## config.mk

```make
export PLATFORM = sky130hd
export DESIGN_NAME = pc_sequencer
export DESIGN_NICKNAME = d
export VERILOG_FILES = /design/src/rtl/cpu_pkg.sv /design/src/rtl/pc_sequencer_pc_reg.sv /design/src/rtl/pc_sequencer.sv
export SDC_FILE = /design/constraint.sdc
export NUM_CORES = 1
export LEC_CHECK = 0
export CELL_PAD_IN_SITES_DETAIL_PLACEMENT = 0
export CELL_PAD_IN_SITES_GLOBAL_PLACEMENT = 1
export CORE_MARGIN = 10
export CORE_UTILIZATION = 31
export CTS_CLUSTER_DIAMETER = 60
export DETAILED_ROUTE_END_ITERATION = 12
export GPL_TIMING_DRIVEN = 0
export HOLD_SLACK_MARGIN = 0.05
export PLACE_DENSITY = 0.93
export SYNTH_ARGS = -nofsm -noshare
export SYNTH_HDL_FRONTEND = slang
export SYNTH_SLANG_ARGS = --single-unit
```

## constraint.sdc

```tcl
create_clock -name clock -period 3.9 [get_ports clock]
set_input_delay 0.39 -clock clock [delete_from_list [all_inputs] [get_ports clock]]
set_output_delay 0.39 -clock clock [all_outputs]
set_load 0.05 [all_outputs]
```

## src/rtl/cpu_pkg.sv

```systemverilog
// +----------------------------------------------------------------------+
// | cpu_pkg: fetch-side shared types and constants for the CPU core.     |
// | Rev 1.0                                                              |
// +----------------------------------------------------------------------+
`default_nettype none

package cpu_pkg;

  typedef enum logic [1:0] {
    BOOT   = 2'd0,
    FETCH  = 2'd1,
    ISSUE  = 2'd2,
    HALTED = 2'd3
  } state_t;

  localparam logic [31:0] WORD_BYTES   = 32'd4;
  localparam logic [31:0] c_ALIGN_MASK = WORD_BYTES - 32'd1;
  localparam logic [31:0] c_RESET_PC   = 32'h0000_0000;
  localparam logic [31:0] c_TRAP_VEC   = 32'h0000_0080;

  function automatic logic is_misaligned(input logic [31:0] addr);
    return (addr & c_ALIGN_MASK) != 32'd0;
  endfunction

endpackage

`default_nettype wire

```

## src/rtl/pc_sequencer_pc_reg.sv

```systemverilog
// +----------------------------------------------------------------------+
// | pc_reg: 32-bit load-enabled register, sync reset to RESET_VALUE.     |
// | Rev 1.0                                                              |
// +----------------------------------------------------------------------+
`default_nettype none

module pc_reg #(
  parameter logic [31:0] RESET_VALUE = 32'h0000_0000
) (
  input  logic        clock,
  input  logic        reset,
  input  logic        i_load,
  input  logic [31:0] i_d,
  output logic [31:0] o_q
);

  logic [31:0] r_q;

  always_ff @(posedge clock) begin
    if (reset) begin
      r_q <= RESET_VALUE;
    end else if (i_load) begin
      r_q <= i_d;
    end
  end

  assign o_q = r_q;

endmodule

`default_nettype wire

```

## src/rtl/pc_sequencer.sv

```systemverilog
// +----------------------------------------------------------------------+
// | pc_sequencer: stall/redirect-aware PC and single-fetch sequencer.    |
// | Rev 1.0                                                              |
// +----------------------------------------------------------------------+
`default_nettype none

module pc_sequencer
  import cpu_pkg::*;
#(
  parameter logic [31:0] RESET_PC = c_RESET_PC,
  parameter logic [31:0] TRAP_VEC = c_TRAP_VEC
) (
  input  logic        clock,
  input  logic        reset,
  output logic        imem_req,
  output logic [31:0] imem_addr,
  input  logic        imem_ack,
  input  logic [31:0] imem_rdata,
  output logic [31:0] inst,
  output logic [31:0] inst_pc,
  output logic        inst_valid,
  input  logic        stall,
  input  logic        br_taken,
  input  logic [31:0] br_target,
  input  logic        jmp,
  input  logic [31:0] jmp_target,
  input  logic        trap,
  input  logic        halt,
  output logic [31:0] pc,
  output logic        misalign
);

  state_t      r_state;
  logic        r_imem_req;
  logic        r_inst_valid;
  logic        r_misalign;
  logic [31:0] r_inst;
  logic [31:0] r_inst_pc;

  logic [31:0] w_pc;
  logic [31:0] w_next_pc;
  logic        w_bad_target;
  logic        w_accept;

  assign w_accept = (r_state == ISSUE) && !stall;

  // Redirect priority: trap, jump, branch, sequential; bad targets trap.
  always_comb begin
    w_next_pc    = w_pc + WORD_BYTES;
    w_bad_target = 1'b0;
    if (trap) begin
      w_next_pc = TRAP_VEC;
    end else if (jmp) begin
      if (is_misaligned(jmp_target)) begin
        w_next_pc    = TRAP_VEC;
        w_bad_target = 1'b1;
      end else begin
        w_next_pc = jmp_target;
      end
    end else if (br_taken) begin
      if (is_misaligned(br_target)) begin
        w_next_pc    = TRAP_VEC;
        w_bad_target = 1'b1;
      end else begin
        w_next_pc = br_target;
      end
    end
  end

  pc_reg #(
    .RESET_VALUE (RESET_PC)
  ) u_pc_reg (
    .clock  (clock),
    .reset  (reset),
    .i_load (w_accept),
    .i_d    (w_next_pc),
    .o_q    (w_pc)
  );

  always_ff @(posedge clock) begin
    if (reset) begin
      r_state      <= BOOT;
      r_imem_req   <= 1'b0;
      r_inst_valid <= 1'b0;
      r_misalign   <= 1'b0;
      r_inst       <= 32'd0;
      r_inst_pc    <= 32'd0;
    end else begin
      r_misalign <= 1'b0;
      case (r_state)
        BOOT: begin
          r_state    <= FETCH;
          r_imem_req <= 1'b1;
        end
        FETCH: begin
          if (imem_ack) begin
            r_inst       <= imem_rdata;
            r_inst_pc    <= w_pc;
            r_inst_valid <= 1'b1;
            r_imem_req   <= 1'b0;
            r_state      <= ISSUE;
          end
        end
        ISSUE: begin
          if (!stall) begin
            r_inst_valid <= 1'b0;
            r_misalign   <= w_bad_target;
            if (halt) begin
              r_state <= HALTED;
            end else begin
              r_state    <= FETCH;
              r_imem_req <= 1'b1;
            end
          end
        end
        HALTED: begin
        end
        default: begin
          r_state <= BOOT;
        end
      endcase
    end
  end

  assign imem_req   = r_imem_req;
  assign imem_addr  = w_pc;
  assign inst       = r_inst;
  assign inst_pc    = r_inst_pc;
  assign inst_valid = r_inst_valid;
  assign pc         = w_pc;
  assign misalign   = r_misalign;

endmodule

`default_nettype wire

```

==> impl_summary.log <==
[metrics] run status: finished clean
[metrics] via count of the first global-routing pass: 5,433
[metrics] Setup Fix Bufs, Post-CTS: 0
[metrics] nature of the critical path startpoint: flop
[metrics] DIE WIDTH: between 100 and 150 µm
[metrics] slew at the pin closest to its max-slew limit: 0.8869 ns
[metrics] number of antenna violations at the first check in global routing: 1
[metrics] cell count after synthesis: 656
[metrics] parity-gate share of the synthesized area counting xor and xnor cells: 2.279%
[metrics] clk buf depth: 2
[metrics] routed wire length: 21,410 µm
[metrics] maximum fanout encountered on the critical timing path: 7
[metrics] pre-CTS setup slack: 1.081 ns
[metrics] Die Area: between 20,000 and 25,000 µm²
[metrics] starting DRC count in detailed routing: between 400 and 500
[metrics] Via Count: 5,573
[metrics] area of the core region: 15,830 µm²
[metrics] number of nets in the layout: approximately 1,000
[metrics] prevailing post-synth register cell: dfxtp_1
[metrics] post-synthesis async set-or-reset flop share: 0%
[metrics] Via-to-Cell Ratio: 4.976
[metrics] Yosys top cell area share: between 40 and 50%
[metrics] total clock sinks: 101
[metrics] total of flip-flops plus latches after synthesis: 101
[metrics] classification of the worst setup path: reg2reg
[metrics] DR pass1 iterations: 5
[metrics] required time of the critical path: 4.18 ns
[metrics] clk root buf: clkbuf_16
[metrics] average cell area after synthesis: 7.616 µm²
[metrics] commonest non-fill, non-tap cell in the layout: clkdlybuf4s50_1
[metrics] number of unique standard cell types used by synthesis: 59
[metrics] CTS tree: done
[metrics] number of placement rows: 46
[metrics] clock transition at the register clock pins on the worst setup and hold paths after CTS: 0.07 ns
[metrics] post-synthesis sequential area ratio: 40.47%
[metrics] HPWL after DPL: approximately 16,000 µm
[metrics] Synth Cell Area: 4996 µm²
[metrics] Vert. Die Dim: 147.0 µm
[metrics] synthesized-area fraction occupied by adder cells: ~1.0%
[metrics] first-pass GRT wire length: 32,350 µm
[metrics] cell taking the most area after synthesis: dfxtp_1
[metrics] total congestion overflow after global routing: 0
[metrics] clock latency on the worst-skew pair: 0.36 ns
[metrics] effective utilization at floorplan: 31.57%
[metrics] setup repair after global routing missed its margin: no
[metrics] Avg WL per Cell: around 19 µm
[metrics] total number of H-tree levels: 3
[metrics] total clock buffers created by CTS: 9
[metrics] maximum number of pins on one net before global-route repair: 17
[metrics] Post-synth EDFFs: 0
[metrics] setup slack of the worst register-to-register path: 1.31 ns
[metrics] leakage power: approximately 2.7 nW
[metrics] commonest non-fill, non-tap cells in the layout: 232 x clkdlybuf4s50_1, 167 x nand2_1, 101 x dfxtp_1, 90 x a21oi_1
[metrics] placed cells: about 1,100
[metrics] Max IR drop VDD: about 250 µV
[metrics] post-synthesis share of cell area spent on and, or, nand and nor gates: a little under a quarter
[metrics] RD Place Congestion: roughly 0.85
[metrics] fill cell count: about 1,600
[metrics] final critical-path share of the clock period: 66.32%
[metrics] Post-Route Skew: 0.006940 ns
[metrics] sort of element at the end of the critical path: flop
[metrics] fraction of layout instances using a drive strength above 1: 7.863%
[metrics] final setup violating endpoints: 0
[metrics] number of nets with antenna violations after routing: 0
[metrics] number of failing hold endpoints at the final stage: 0
[metrics] Total GRT Usage: 19.01%
[metrics] final core area utilization: about half
[metrics] Min Clock Period, post-route: approximately 2.6 ns
[metrics] Final Power: 2.564 mW
[metrics] Arr. time, crit path: 2.86 ns
[metrics] Port Buf Inserts: approximately 230
[metrics] Final Worst Setup Slack: 1.313 ns
[metrics] DR DRC count: 0
[metrics] portion of netlist area occupied by mux cells: 0.2254%
[metrics] total negative setup slack: 0 ns
[metrics] # hold bufs at CTS: 0
[metrics] min-delay worst type: reg2reg
[metrics] Max Freq: roughly 390 MHz
[metrics] Yosys Warn Count: 0
[metrics] worst relative slew slack: about two fifths
[metrics] fraction of the mapped netlist area in compound gates: between 20% and 30%
[metrics] largest cells by area after synthesis: dfxtp_1 40%, nand2_1 13%, a21oi_1 9.0%
[metrics] Power Dens Cells: 323.5 nW/µm²
[metrics] max-capacitance violation count: 0
[metrics] PostCTS Resize Cnt: 0
[metrics] main combinational cell family by area after synthesis: simple AND/OR/NAND/NOR gates
[metrics] filler-free cell count of the finished design: 1,120
[metrics] Synth Net Count: 764
[metrics] Final Max Slew Viols: 0
[metrics] growth of design area from synthesis to finish: 58.68%
[metrics] IO Count: 235
## cells in the mapped netlist, drive strengths merged, types with 2 or more instances
| master | instances |
|---|---|
| a31o | 3 |
| buf | 44 |
| nor2b | 2 |
| a31oi | 7 |
| a211oi | 6 |
| or3 | 7 |
| nor3b | 2 |
| and4 | 2 |
| dfxtp | 101 |
| nand2b | 7 |
| clkbuf | 31 |
| o22ai | 2 |
| a221o | 2 |
| o21ai | 36 |
| a22oi | 7 |
| nand2 | 167 |
| and3 | 7 |
| a221oi | 5 |
| and2 | 7 |
| or4 | 3 |
| a21o | 7 |
| nor4 | 2 |
| nand3 | 15 |
| ha | 4 |
| a32o | 6 |
| o21a | 2 |
| xnor2 | 9 |
| a32oi | 2 |
| inv | 9 |
| a21oi | 90 |
| nor3 | 5 |
| o31ai | 6 |
| xor2 | 4 |
| a22o | 4 |
| nand4 | 11 |
| o211ai | 3 |
| nor2 | 21 |
## cells by family after synthesis
kind of cell | after synthesis
buffers and inverters | 85
adders and majority gates | 4
AOI/OAI and AO/OA | 192
and+or+nand+nor | 260
muxes | 1
xor gates and xnor gates | 13
DFF | 101
## power by group
part | total, mW | switching (mW) | internal, mW
registers | 1.07 | 0.0169 | 1.06
clock network | 1.04 | 0.419 | 0.625
logic | 0.446 | 0.261 | 0.184
total | 2.56 | 0.697 | 1.87
## per-layer routing
metal,vias to the layer above,track usage (%),part of all wire (%)
li1,2738,-,-
met5,-,0,0
met3,28,5.528,8.6
met2,241,31.95,48
met4,0,6.838,2.2
met1,2566,22.57,41
## worst max-delay path, cell delays in order (launching register included)
cell     delay, ns
dfxtp_1       0.39
ha_1          0.34
nor4b_1       0.57
nand2_1       0.35
nor2_1        0.49
o21ai_0       0.17
o21ai_0       0.20
## registers in the layout, indices dropped and copies added (netlist names)
register / cells
inst: 32
inst_pc: 32
u_pc_reg.o_q: 32
r_state: 2
imem_req: 1
inst_valid: 1
misalign: 1
## layout make-up
cell class	instances	area [µm²]	area share, %
clock inverters	6	111.4	1.405
well taps	216	270.3	3.409
clock buffers	9	225.2	2.841
plain buffers	75	425.4	5.366
multi-input cells	470	2511	31.68
repair buffers	232	2322	29.29
flip-flops and latches	101	2022	25.51
inverters	10	37.54	0.4735
diodes	1	2.502	0.03157
## final timing paths
kind,startpoint,to,cells after the start
hold reg to reg,inst_pc[0],inst_pc[0],2
setup reg to reg,r_state[1],u_pc_reg.o_q[22],6
hold / removal,inst_pc[0],inst_pc[0],2
setup / recovery,r_state[1],u_pc_reg.o_q[22],6
## through the flow
stage               instance area, µm²  hold slack, ns
finish                            7928          0.4531
CTS                               7925          0.4548
floorplan                         4996          0.4647
global placement                  7589          0.4412
detailed placement                7589          0.4457
global route                      7928          0.4703
Note: power is estimated with default switching activity, not from simulation.
